$ cat src/rtl/seg7_scan_driver.sv
// seg7_scan_driver
//   Drives a 2-digit multiplexed 7-segment display from a two-digit BCD value
//   (ones/tens). Each digit gets a time slot of REFRESH_DIV cycles. The first
//   GUARD cycles of every slot keep all anodes off to stop ghosting at the
//   digit switch. A new value is first held in a shadow register. It is copied
//   to the displayed digits only at a frame boundary, so a frame never mixes
//   old and new digits.
//
// Optional feature macro: LEADING_ZERO_BLANK_EN
//   When defined, a tens digit of 0 is left dark for its whole slot.
//   When undefined, the tens digit is always shown.
//
// Ports
//   clk         in   1  system clock
//   rst         in   1  asynchronous active-high reset
//   in_valid    in   1  bcd0/bcd1 carry a new value
//   in_ready    out  1  shadow register free (combinational, = !pending)
//   bcd0        in   4  ones digit (BCD)
//   bcd1        in   4  tens digit (BCD)
//   blank       in   1  level; forces all anodes inactive, scanning continues
//   seg         out  7  {g,f,e,d,c,b,a} segment drive, registered
//   an          out  2  an[0]=ones, an[1]=tens anode drive, registered
//   frame_tick  out  1  one-cycle pulse after each frame boundary, registered

module seg7_scan_driver #(
  parameter int REFRESH_DIV    = 50000,
  parameter int GUARD          = 4,
  parameter bit SEG_ACTIVE_LOW = 1'b1,
  parameter bit AN_ACTIVE_LOW  = 1'b1
) (
  input  logic       clk,
  input  logic       rst,
  input  logic       in_valid,
  output logic       in_ready,
  input  logic [3:0] bcd0,
  input  logic [3:0] bcd1,
  input  logic       blank,
  output logic [6:0] seg,
  output logic [1:0] an,
  output logic       frame_tick
);

  localparam int            CW        = (REFRESH_DIV > 1) ? $clog2(REFRESH_DIV) : 1;
  localparam logic [CW-1:0] CNT_MAX   = CW'(REFRESH_DIV - 1);
  localparam logic [CW-1:0] CNT_GUARD = CW'(GUARD);
  localparam logic [6:0]    SEG_OFF   = SEG_ACTIVE_LOW ? 7'h7F : 7'h00;
  localparam logic [1:0]    AN_OFF    = AN_ACTIVE_LOW ? 2'b11 : 2'b00;

`ifdef LEADING_ZERO_BLANK_EN
  localparam bit LZB_EN = 1'b1;
`else
  localparam bit LZB_EN = 1'b0;
`endif

  typedef enum logic {
    SLOT_D0 = 1'b0,
    SLOT_D1 = 1'b1
  } slot_t;

  // Active-high segment pattern {g..a}. Codes 10-15 show 'E'.
  function automatic logic [6:0] decode_digit(input logic [3:0] d);
    logic [6:0] pat;
    case (d)
      4'd0:    pat = 7'b0111111;
      4'd1:    pat = 7'b0000110;
      4'd2:    pat = 7'b1011011;
      4'd3:    pat = 7'b1001111;
      4'd4:    pat = 7'b1100110;
      4'd5:    pat = 7'b1101101;
      4'd6:    pat = 7'b1111101;
      4'd7:    pat = 7'b0000111;
      4'd8:    pat = 7'b1111111;
      4'd9:    pat = 7'b1101111;
      default: pat = 7'b1111001;
    endcase
    return pat;
  endfunction

  // Convert an active-high segment pattern to the pin polarity.
  function automatic logic [6:0] seg_polarity(input logic [6:0] act);
    return SEG_ACTIVE_LOW ? ~act : act;
  endfunction

  // Convert an active-high anode pattern to the pin polarity.
  function automatic logic [1:0] an_polarity(input logic [1:0] act);
    return AN_ACTIVE_LOW ? ~act : act;
  endfunction

  logic [CW-1:0] cnt_r;
  slot_t         slot_r;
  logic [3:0]    disp0_r, disp1_r;
  logic [3:0]    shadow0_r, shadow1_r;
  logic          pending_r;

  logic          cnt_wrap_s;
  logic          boundary_s;
  logic          transfer_s;
  logic [6:0]    seg_nxt_s;
  logic [1:0]    an_nxt_s;
  logic [3:0]    digit_s;
  logic [1:0]    an_act_s;

  assign in_ready   = ~pending_r;
  assign cnt_wrap_s = (cnt_r == CNT_MAX);
  // The frame ends on the last cycle of the tens slot.
  assign boundary_s = cnt_wrap_s && (slot_r == SLOT_D1);
  assign transfer_s = in_valid && ~pending_r;

  // Slot divider and digit-slot state machine.
  always_ff @(posedge clk or posedge rst) begin
    if (rst) begin
      cnt_r  <= {CW{1'b0}};
      slot_r <= SLOT_D0;
    end else if (cnt_wrap_s) begin
      cnt_r <= {CW{1'b0}};
      case (slot_r)
        SLOT_D0: slot_r <= SLOT_D1;
        SLOT_D1: slot_r <= SLOT_D0;
        default: slot_r <= SLOT_D0;
      endcase
    end else begin
      cnt_r <= cnt_r + CW'(1);
    end
  end

  // Input handshake into the shadow register and frame-aligned display update.
  // A transfer is only possible while nothing is pending. So a transfer on the
  // boundary cycle never competes with a display update. That value waits for
  // the next boundary.
  always_ff @(posedge clk or posedge rst) begin
    if (rst) begin
      disp0_r   <= 4'd0;
      disp1_r   <= 4'd0;
      shadow0_r <= 4'd0;
      shadow1_r <= 4'd0;
      pending_r <= 1'b0;
    end else begin
      if (boundary_s) begin
        if (pending_r) begin
          disp0_r <= shadow0_r;
          disp1_r <= shadow1_r;
        end
        pending_r <= 1'b0;
      end
      if (transfer_s) begin
        shadow0_r <= bcd0;
        shadow1_r <= bcd1;
        pending_r <= 1'b1;
      end
    end
  end

  // Next segment/anode drive from the current slot, guard band and blank.
  always_comb begin
    seg_nxt_s = SEG_OFF;
    an_nxt_s  = AN_OFF;
    digit_s   = disp0_r;
    an_act_s  = 2'b01;
    case (slot_r)
      SLOT_D0: begin
        digit_s  = disp0_r;
        an_act_s = 2'b01;
      end
      SLOT_D1: begin
        digit_s  = disp1_r;
        an_act_s = 2'b10;
      end
      default: begin
        digit_s  = disp0_r;
        an_act_s = 2'b01;
      end
    endcase
    if ((cnt_r < CNT_GUARD) || blank) begin
      seg_nxt_s = SEG_OFF;
      an_nxt_s  = AN_OFF;
    end else if (LZB_EN && (slot_r == SLOT_D1) && (disp1_r == 4'd0)) begin
      seg_nxt_s = SEG_OFF;
      an_nxt_s  = AN_OFF;
    end else begin
      seg_nxt_s = seg_polarity(decode_digit(digit_s));
      an_nxt_s  = an_polarity(an_act_s);
    end
  end

  // Output registers: one cycle of latency from the scan state to the pins.
  always_ff @(posedge clk or posedge rst) begin
    if (rst) begin
      seg        <= SEG_OFF;
      an         <= AN_OFF;
      frame_tick <= 1'b0;
    end else begin
      seg        <= seg_nxt_s;
      an         <= an_nxt_s;
      frame_tick <= boundary_s;
    end
  end

endmodule
$ cat config.mk
export PLATFORM = sky130hd
export DESIGN_NAME = seg7_scan_driver
export DESIGN_NICKNAME = d
export VERILOG_FILES = /design/src/rtl/seg7_scan_driver.sv
export SDC_FILE = /design/constraint.sdc
export NUM_CORES = 1
export LEC_CHECK = 0
export ABC_AREA = 1
export CORE_MARGIN = 2
export CORE_UTILIZATION = 40
export CTS_BUF_LIST = sky130_fd_sc_hd__clkbuf_4
export DETAILED_ROUTE_END_ITERATION = 16
export PLACE_DENSITY = 0.71
export SLEW_MARGIN = 0
export SYNTH_ARGS = -nofsm -noshare
export SYNTH_HDL_FRONTEND = slang
export SYNTH_SLANG_ARGS = --single-unit
$ cat constraint.sdc
create_clock -name clk -period 3.5 [get_ports clk]
set_input_delay 0.7 -clock clk [delete_from_list [all_inputs] [get_ports clk]]
set_output_delay 0.7 -clock clk [all_outputs]
set_load 0.005 [all_outputs]
; ---- After elaboration in Yosys (flattened, before gate mapping)
; Memories as Yosys holds them, arrays and structs flattened.
; Cells that the tools add are included.
; W data, S select, Z words.
[totals]
register_bits = 44
mem_bits_ro = 112
input_bits = 12
output_inout_bits = 11
elab_cells = 32
n_memories = 1
[mem_list]
columns = name, depth, word_bits, rd, rd_ports_with_merged_regs, write_ports, line
row1 = (name not given), 16, 7, 1, 0, 0, 63  ; case (d)
[classes]
add_sub_neg = 1
magnitude_cmp = 1
n_eq_ne = 1
muxes = 9
bitwise = 4
n_reduce_logical = 5
[ops]
columns = cell, count
row1 = $add A16 B1 Y16 const B, 1
row2 = $eq A16 B16 Y1 const B, 1
row3 = $lt A16 B3 Y1 const B, 1
row4 = $mux W16, 1
row5 = $mux W7, 2
row6 = $pmux W4 S2, 1
row7 = $not A7 Y7, 1
row8 = $pmux W2 S2, 1
row9 = $logic_and A1 B1 Y1, 2
row10 = $mux W1, 2
row11 = $mux W2, 1
row12 = $not A1 Y1, 2
row13 = $not A2 Y2, 1
row14 = $pmux W1 S2, 1
row15 = $reduce_and A2 Y1, 1
row16 = $reduce_bool A2 Y1, 1
row17 = $logic_or A1 B1 Y1, 1

; ---- Longest topological paths before layout
; Gate-level depths: netlist (run 1).
; An unclocked memory read counts as a cell.
[logic_depth]
word_depth = 6
mapped_depth = 11
ltp_nobuf = 10

; ---- Least setup slack after synthesis (run 1)
; OpenSTA, ideal clock, no wires.
[synth_path]
path_type = register to register
from = register slot_r
to = register seg[0]
t_arrival_ns = 1.524
required_time_ns = 3.404
path_slack_ns = 1.880
path_stages_with_launch = 9
period_less_slack_ns = 1.620
cell_sequence = dfrtp_1 > buf_6 > inv_1 > or2_2 > o21ai_0 > inv_1 > ha_1 > o21ai_0 > o21ai_0
[synth_between]
elab_chain_len = 6
[synth_lines]
columns = element, line
row1 = "start, declared", 90  ; slot_t slot_r;
row2 = "start signal, assigned", 113  ; slot_r <= SLOT_D0;
row3 = "start signal, assigned", 117  ; SLOT_D0: slot_r <= SLOT_D1;
row4 = "start signal, assigned", 118  ; SLOT_D1: slot_r <= SLOT_D0;
row5 = $not A1 Y1, 159  ; case (slot_r)
row6 = $pmux W4 S2 *, 159
row7 = $mem_v2 Z16 W7 *, --
row8 = $mux W7 *, 173  ; if ((cnt_r < CNT_GUARD) || blank) begin
row9 = $not A7 Y7 *, 81  ; return SEG_ACTIVE_LOW ? ~act : act;
row10 = $mux W7 *, 173
row11 = net seg_nxt_s[0], 98  ; logic [6:0] seg_nxt_s;
row12 = "end signal, assigned", 192  ; seg <= seg_nxt_s;
row13 = "end, declared", 38  ; output logic [6:0] seg,
; The timed path passes the listed nets; every way through them passes the cells marked *. The select of a mux whose other input is x is not followed.
; A chain may end at the register's enable or synchronous reset.

; ---- Worst setup path after layout (run 1)
[layout_path]
from = register slot_r
to = register seg[3]
; Same word-level chain as after synthesis.

==> results.toml, run 1 <==
[route]
vias = 1631
met2_length_um = 1770
routed.top_layer = "met4"
wl_met3_um = 131
drc = 0
wl_per_cell_um = 11.0
wirelength_um = 3870
met1_length_um = 1920
drt-vias-per-instance = 4.62
ant_nets = 0
drtIter0Drc = 99
drt-pass1-iter-count = 4

[timing]
relSlewSlack_pct = 55.9
fmax_ghz = 0.449
hold_viol_final = 0
clock_skew_ns = 0.00221
tightest_slew_ns = 0.660
setup_viol_count_final = 0
rsz0062_at_grt = "false"
post-route-period-util_pct = 63.6
setup_tns_ns = 0
period_minus_slack_ns = 2.23
slew_violations = 0

[setup_path]
criticalPathCategory = "flip-flop to flip-flop"
end_kind = "flip-flop"
rr_worst_depth = 7
critPathArrivalTime_ns = 2.49
r2r-end = "seg[3]$_DFF_PP1_"
r2r-start = "slot_r$_DFFE_PP0N_"
r2r_slack_ns = 1.27
crit_fanout = 18
required_ns = 3.77
start_kind = "flip-flop"

[hold_path]
hold_path_class = "flip-flop to flip-flop"
min_from = "disp1_r[3]$_DFFE_PP0P_"
hold_path_end = "disp1_r[3]$_DFFE_PP0P_"
whs_path_depth = 2

[global_route]
grt_max_degree = 20
grt.total_usage_pct = 14.1
grt_antenna_before_repair = 0
grt_pass1_wl_um = 6930
grt_pass1_vias = 1546
overflow = 0

[layout]
multi_input_area_um2 = 917
n_fill_cell = 524
final_nets = 298
final_util_pct = 47.3
num_antenna_cells = 0
syn_to_final_growth_pct = 16.0
ff_latch_area_um2 = 1110
drive_above_1_share_pct = 18.9
fin_area_um2 = 2570

[power]
power_frac_clock_pct = 34.7
p_comb_share_pct = 5.1
power_density_nw_per_um2 = 345
p_int_uw = 703
p_sw_share_pct = 20.7
p_sw_uw = 183
p_leak_uw = 0.00125
power_uw = 886
p_seq_share_pct = 60.2
ir_worst_vdd_uv = 268

[logic_synthesis]
synth_fp_nets = 271
synth_area_per_cell_um2 = 8.75
syn_inst = 253
ys_ff_latch = 44
yosysUniqueCellTypes = 27
ys.warnings.count = 0
synth-seq-area-share_pct = 50.2
netlist_area_um2 = 2210

[floorplanning]
die_x_um = 78.4
io-pin-count = 23
start_util_pct = 40.7
die_area_um2 = 6150
rows = 27
fp.dieH_um = 78.4
core-area_um2 = 5440

[placed_design]
place_area_um2 = 2490
io_buffers = 22
hpwl_um = 2950
finalWeightedCongestion = 0.832

[cts]
clkTransAtPathRegs_ns = 0.12
root_buffer = "clkbuf_4"
ctsHoldBuffers = 0
post_cts_buffers = 0
postCtsResizedCells = 0
cts_sinks = 44
clk_latency_ns = 0.34
tritoncts = "yes"
h-tree-depth = 2
clk_path_buf_depth = 2
cts_buffers = 5

[outcome]
status = "finished clean"

[job]
maxCapViolCount = 0
[critical path: stages, from the launching register on]
cell	delay [ns]
dfrtp_1	0.71
inv_1	0.24
or2_2	0.33
o21ai_0	0.20
inv_1	0.13
ha_1	0.24
o21ai_0	0.19
o21ai_0	0.11
[logic make-up after synthesis]
family	Yosys count	synth area share, %
muxes	8	4.07
DFF	44	50.2
AOI/OAI and AO/OA	20	4.86
buffers and inverters	40	8.36
xor gates and xnor gates	5	1.98
adders and majority gates	6	3.39
and+or+nand+nor	130	27.1
[per-layer routing]
metal | global-route usage [%] | up-vias
li1 | - | 851
met1 | 18.2 | 746
met2 | 23.1 | 30
met3 | 3.33 | 4
met4 | 5.44 | 0
met5 | 0 | -
[synth_stat cells]
cell | instances | share of area [%]
a21oi_2 | 1 | 0.40
o21ai_2 | 1 | 0.40
nand4_2 | 1 | 0.56
dfrtp_1 | 35 | 40
nor3_1 | 4 | 0.90
buf_6 | 2 | 1.0
or2_2 | 2 | 0.56
nand3b_1 | 1 | 0.34
nand3_1 | 8 | 1.8
clkbuf_8 | 2 | 1.2
mux2_2 | 8 | 4.1
o21ai_0 | 13 | 2.9
nor2_4 | 1 | 0.51
nor2_1 | 33 | 5.6
nand2_2 | 3 | 0.85
nor3_2 | 1 | 0.45
a21oi_1 | 4 | 0.90
nor2_2 | 6 | 1.7
inv_2 | 8 | 1.4
nand3_2 | 3 | 1.4
o21ai_1 | 1 | 0.23
inv_1 | 28 | 4.7
nand2_1 | 57 | 9.7
nand4_1 | 10 | 2.8
xor2_1 | 5 | 2.0
dfstp_2 | 9 | 11
ha_1 | 6 | 3.4
[worst max-delay path by stage]
stage,start,to,slack (ns),cells after the start
global route,slot_r$_DFFE_PP0N_,seg[3]$_DFF_PP1_,0.98,7
CTS,slot_r$_DFFE_PP0N_,seg[0]$_DFF_PP1_,1.28,7
detailed placement,slot_r$_DFFE_PP0N_,seg[0]$_DFF_PP1_,1.30,7
floorplan,rst,cnt_r[0]$_DFF_PP0_,1.78,1
global placement,slot_r$_DFFE_PP0N_,seg[0]$_DFF_PP1_,1.44,7
finish,slot_r$_DFFE_PP0N_,seg[3]$_DFF_PP1_,1.27,7
[through the flow]
stage	cells	hold WS [ns]	setup WS, ns
2_1_floorplan	253	0.442	1.78
3_3_place_gp	345	0.468	1.44
3_5_place_dp	345	0.475	1.30
4_1_cts	353	0.504	1.28
5_1_grt	353	0.533	0.984
6_report	353	0.501	1.27
[cell usage in the layout, fill, tap and decap left out, drive strengths merged]
cell           Yosys  routed
clkinv             0       2
clkbuf             2       5
nand2             60      60
nor2              40      40
ha                 6       6
a21oi              5       5
dfrtp             35      35
nand4             11      11
or2                2       2
mux2               8       8
xor2               5       5
dfstp              9       9
inv               36      36
nor3               5       5
clkdlybuf4s50      0      22
o21ai             15      15
bufinv             0       1
buf                2       2
nand3b             1       1
nand3             11      11
[power groups by stage]
stage               registers, uW  clock network, uW  logic (uW)
detailed placement            543                  0        47.0
global placement              542                  0        45.9
finish                        533                308        45.2
CTS                           534                319        47.1
floorplan                     541                  0        19.3
global route                  536                340        51.1
[flip-flops by register name (all words and copies together) (netlist names)]
name and flops:
an 2, pending_r 1, seg 7, disp0_r 4, slot_r 1, frame_tick 1
shadow0_r 4, disp1_r 4, shadow1_r 4, cnt_r 16
[layout make-up]
class | instances | share of cell area, %
multi-input cells | 169 | 35.7
repair buffers | 24 | 9.15
clock buffers | 5 | 1.46
flip-flops and latches | 44 | 43.3
well taps | 72 | 3.51
clock inverters | 3 | 1.66
inverters | 36 | 5.26
No activity file was read; power rests on OpenSTA's default activity.
==> inputs of run 2 (changes only) <==
==> constraint.sdc (replaced) <==
create_clock -name clk -period 2.33 [get_ports clk]
set_input_delay 0.466 -clock clk [delete_from_list [all_inputs] [get_ports clk]]
set_output_delay 0.466 -clock clk [all_outputs]
set_load 0.005 [all_outputs]
==> results.toml, run 2 (synthesis gave the netlist of run 1 again) <==
[hold_path]
hold_path_class = "flip-flop to flip-flop"
min_from = "cnt_r[0]$_DFF_PP0_"
whs_path_depth = 1
hold_path_end = "cnt_r[0]$_DFF_PP0_"

[job]
maxCapViolCount = 0

[setup_path]
crit_family = "flip-flops"
slowest_delay_ns = 0.56
rr_worst_depth = 7
cp_cell_sequence = "inv_1 > or2_2 > o21ai_0 > inv_1 > ha_1 > o21ai_0 > o21ai_0"
r2r_slack_ns = 0.30
crit_fanout = 12
crit_top_cell = "o21ai_0"
path_buf_inv = 2
cp_slowest_cell = "dfrtp_1"
start_kind = "flip-flop"
end_kind = "flip-flop"
criticalPathCategory = "flip-flop to flip-flop"
required_ns = 2.60
critPathArrivalTime_ns = 2.30
r2r-start = "slot_r$_DFFE_PP0N_"
r2r-end = "seg[3]$_DFF_PP1_"

[floorplanning]
fp.dieH_um = 78.4
rows = 27
core-area_um2 = 5440
io-pin-count = 23
die_x_um = 78.4
die_area_um2 = 6150
start_util_pct = 40.7

[cts]
clk_latency_ns = 0.36
tritoncts = "yes"
postCtsResizedCells = 0
clk_path_buf_depth = 2
h-tree-depth = 2
clkTransAtPathRegs_ns = 0.13
cts_sinks = 44
cts_buffers = 5
root_buffer = "clkbuf_4"
ctsHoldBuffers = 0
post_cts_buffers = 0

[timing]
hold_viol_final = 0
relSlewSlack_pct = 64.1
setup_viol_count_final = 0
setup_tns_ns = 0
rsz0062_at_grt = "false"
period_minus_slack_ns = 2.03
clock_skew_ns = 0.0119
slew_violations = 0
whs_ns = 0.495
tightest_slew_ns = 0.533
fmax_ghz = 0.493
post-route-period-util_pct = 87.1

[route]
drt-pass1-iter-count = 4
drtIter0Drc = 98
drc = 0
wirelength_um = 3730
vias = 1628
wl_per_cell_um = 10.6
drt-vias-per-instance = 4.61
ant_nets = 0

[layout]
largest_reg_flops = 16
num_antenna_cells = 0
syn_to_final_growth_pct = 16.3
final_util_pct = 47.3
fin_area_um2 = 2570
largest_register = "cnt_r"
mostFrequentLayoutCells = "nand2_1 (57), dfrtp_1 (35), nor2_1 (33)"
mostFrequentLayoutCell = "nand2_1"
final_nets = 298
drive_above_1_share_pct = 19.2
reg_top3 = "cnt_r (16), seg (7)"

[placed_design]
hpwl_um = 2750
finalWeightedCongestion = 0.828
io_buffers = 22
place_area_um2 = 2490

[power]
power_uw = 1340
ir_worst_vdd_uv = 314
power_density_nw_per_um2 = 522
p_leak_uw = 0.00125

[outcome]
status = "finished clean"

[global_route]
grtUsageMet2_pct = 21.2
grt_pass1_vias = 1500
overflow = 0
grt_pass1_wl_um = 6710
grt_max_degree = 45
met3_usage_pct = 3.68
grt_antenna_before_repair = 0
gr-usage-met1_pct = 18.7
top_usage_layer = "met2"
grt.total_usage_pct = 13.7
run 2: cell counts in the layout (fill, tap and decap cells not counted):
No cell type changed its count.
run 2: metal layers:
| layer | vias up | part of all wire [%] | routed length (um) |
|---|---|---|---|
| li1 | 851 | - | - |
| met1 | 734 | 48 | 1790 |
| met2 | 37 | 46 | 1710 |
| met3 | 6 | 4.7 | 176 |
| met4 | 0 | 1.4 | 54 |
| met5 | - | 0 | 0 |
run 2: stage by stage:
stage,setup WS [ns],std cells
2_1_floorplan,0.710,253
3_3_place_gp,0.454,345
3_5_place_dp,0.362,345
4_1_cts,0.301,353
5_1_grt,0.0864,353
6_report,0.300,353
run 2: report_power, final:
group | switching, uW | internal [uW] | leakage [uW]
clock network | 249 | 229 | 0.0000454
registers | 9.83 | 791 | 0.000551
logic | 26.0 | 40.2 | 0.000655
run 2: worst max-delay path by stage:
stage / startpoint / endpoint / depth (start not counted)
final: slot_r$_DFFE_PP0N_ / seg[3]$_DFF_PP1_ / 7
after global routing: slot_r$_DFFE_PP0N_ / seg[5]$_DFF_PP1_ / 7
after CTS: slot_r$_DFFE_PP0N_ / seg[3]$_DFF_PP1_ / 7
after detailed placement: slot_r$_DFFE_PP0N_ / seg[3]$_DFF_PP1_ / 7
after global placement: slot_r$_DFFE_PP0N_ / seg[0]$_DFF_PP1_ / 7
after floorplan: slot_r$_DFFE_PP0N_ / seg[0]$_DFF_PP1_ / 8
run 2: area by class of cell:
cell class	count	area, um2
clock buffers	5	37.5
well taps	72	90.1
repair buffers	24	235
flip-flops and latches	44	1110
inverters	36	135
multi-input cells	169	917
fillers	524	2860
clock inverters	3	47.5
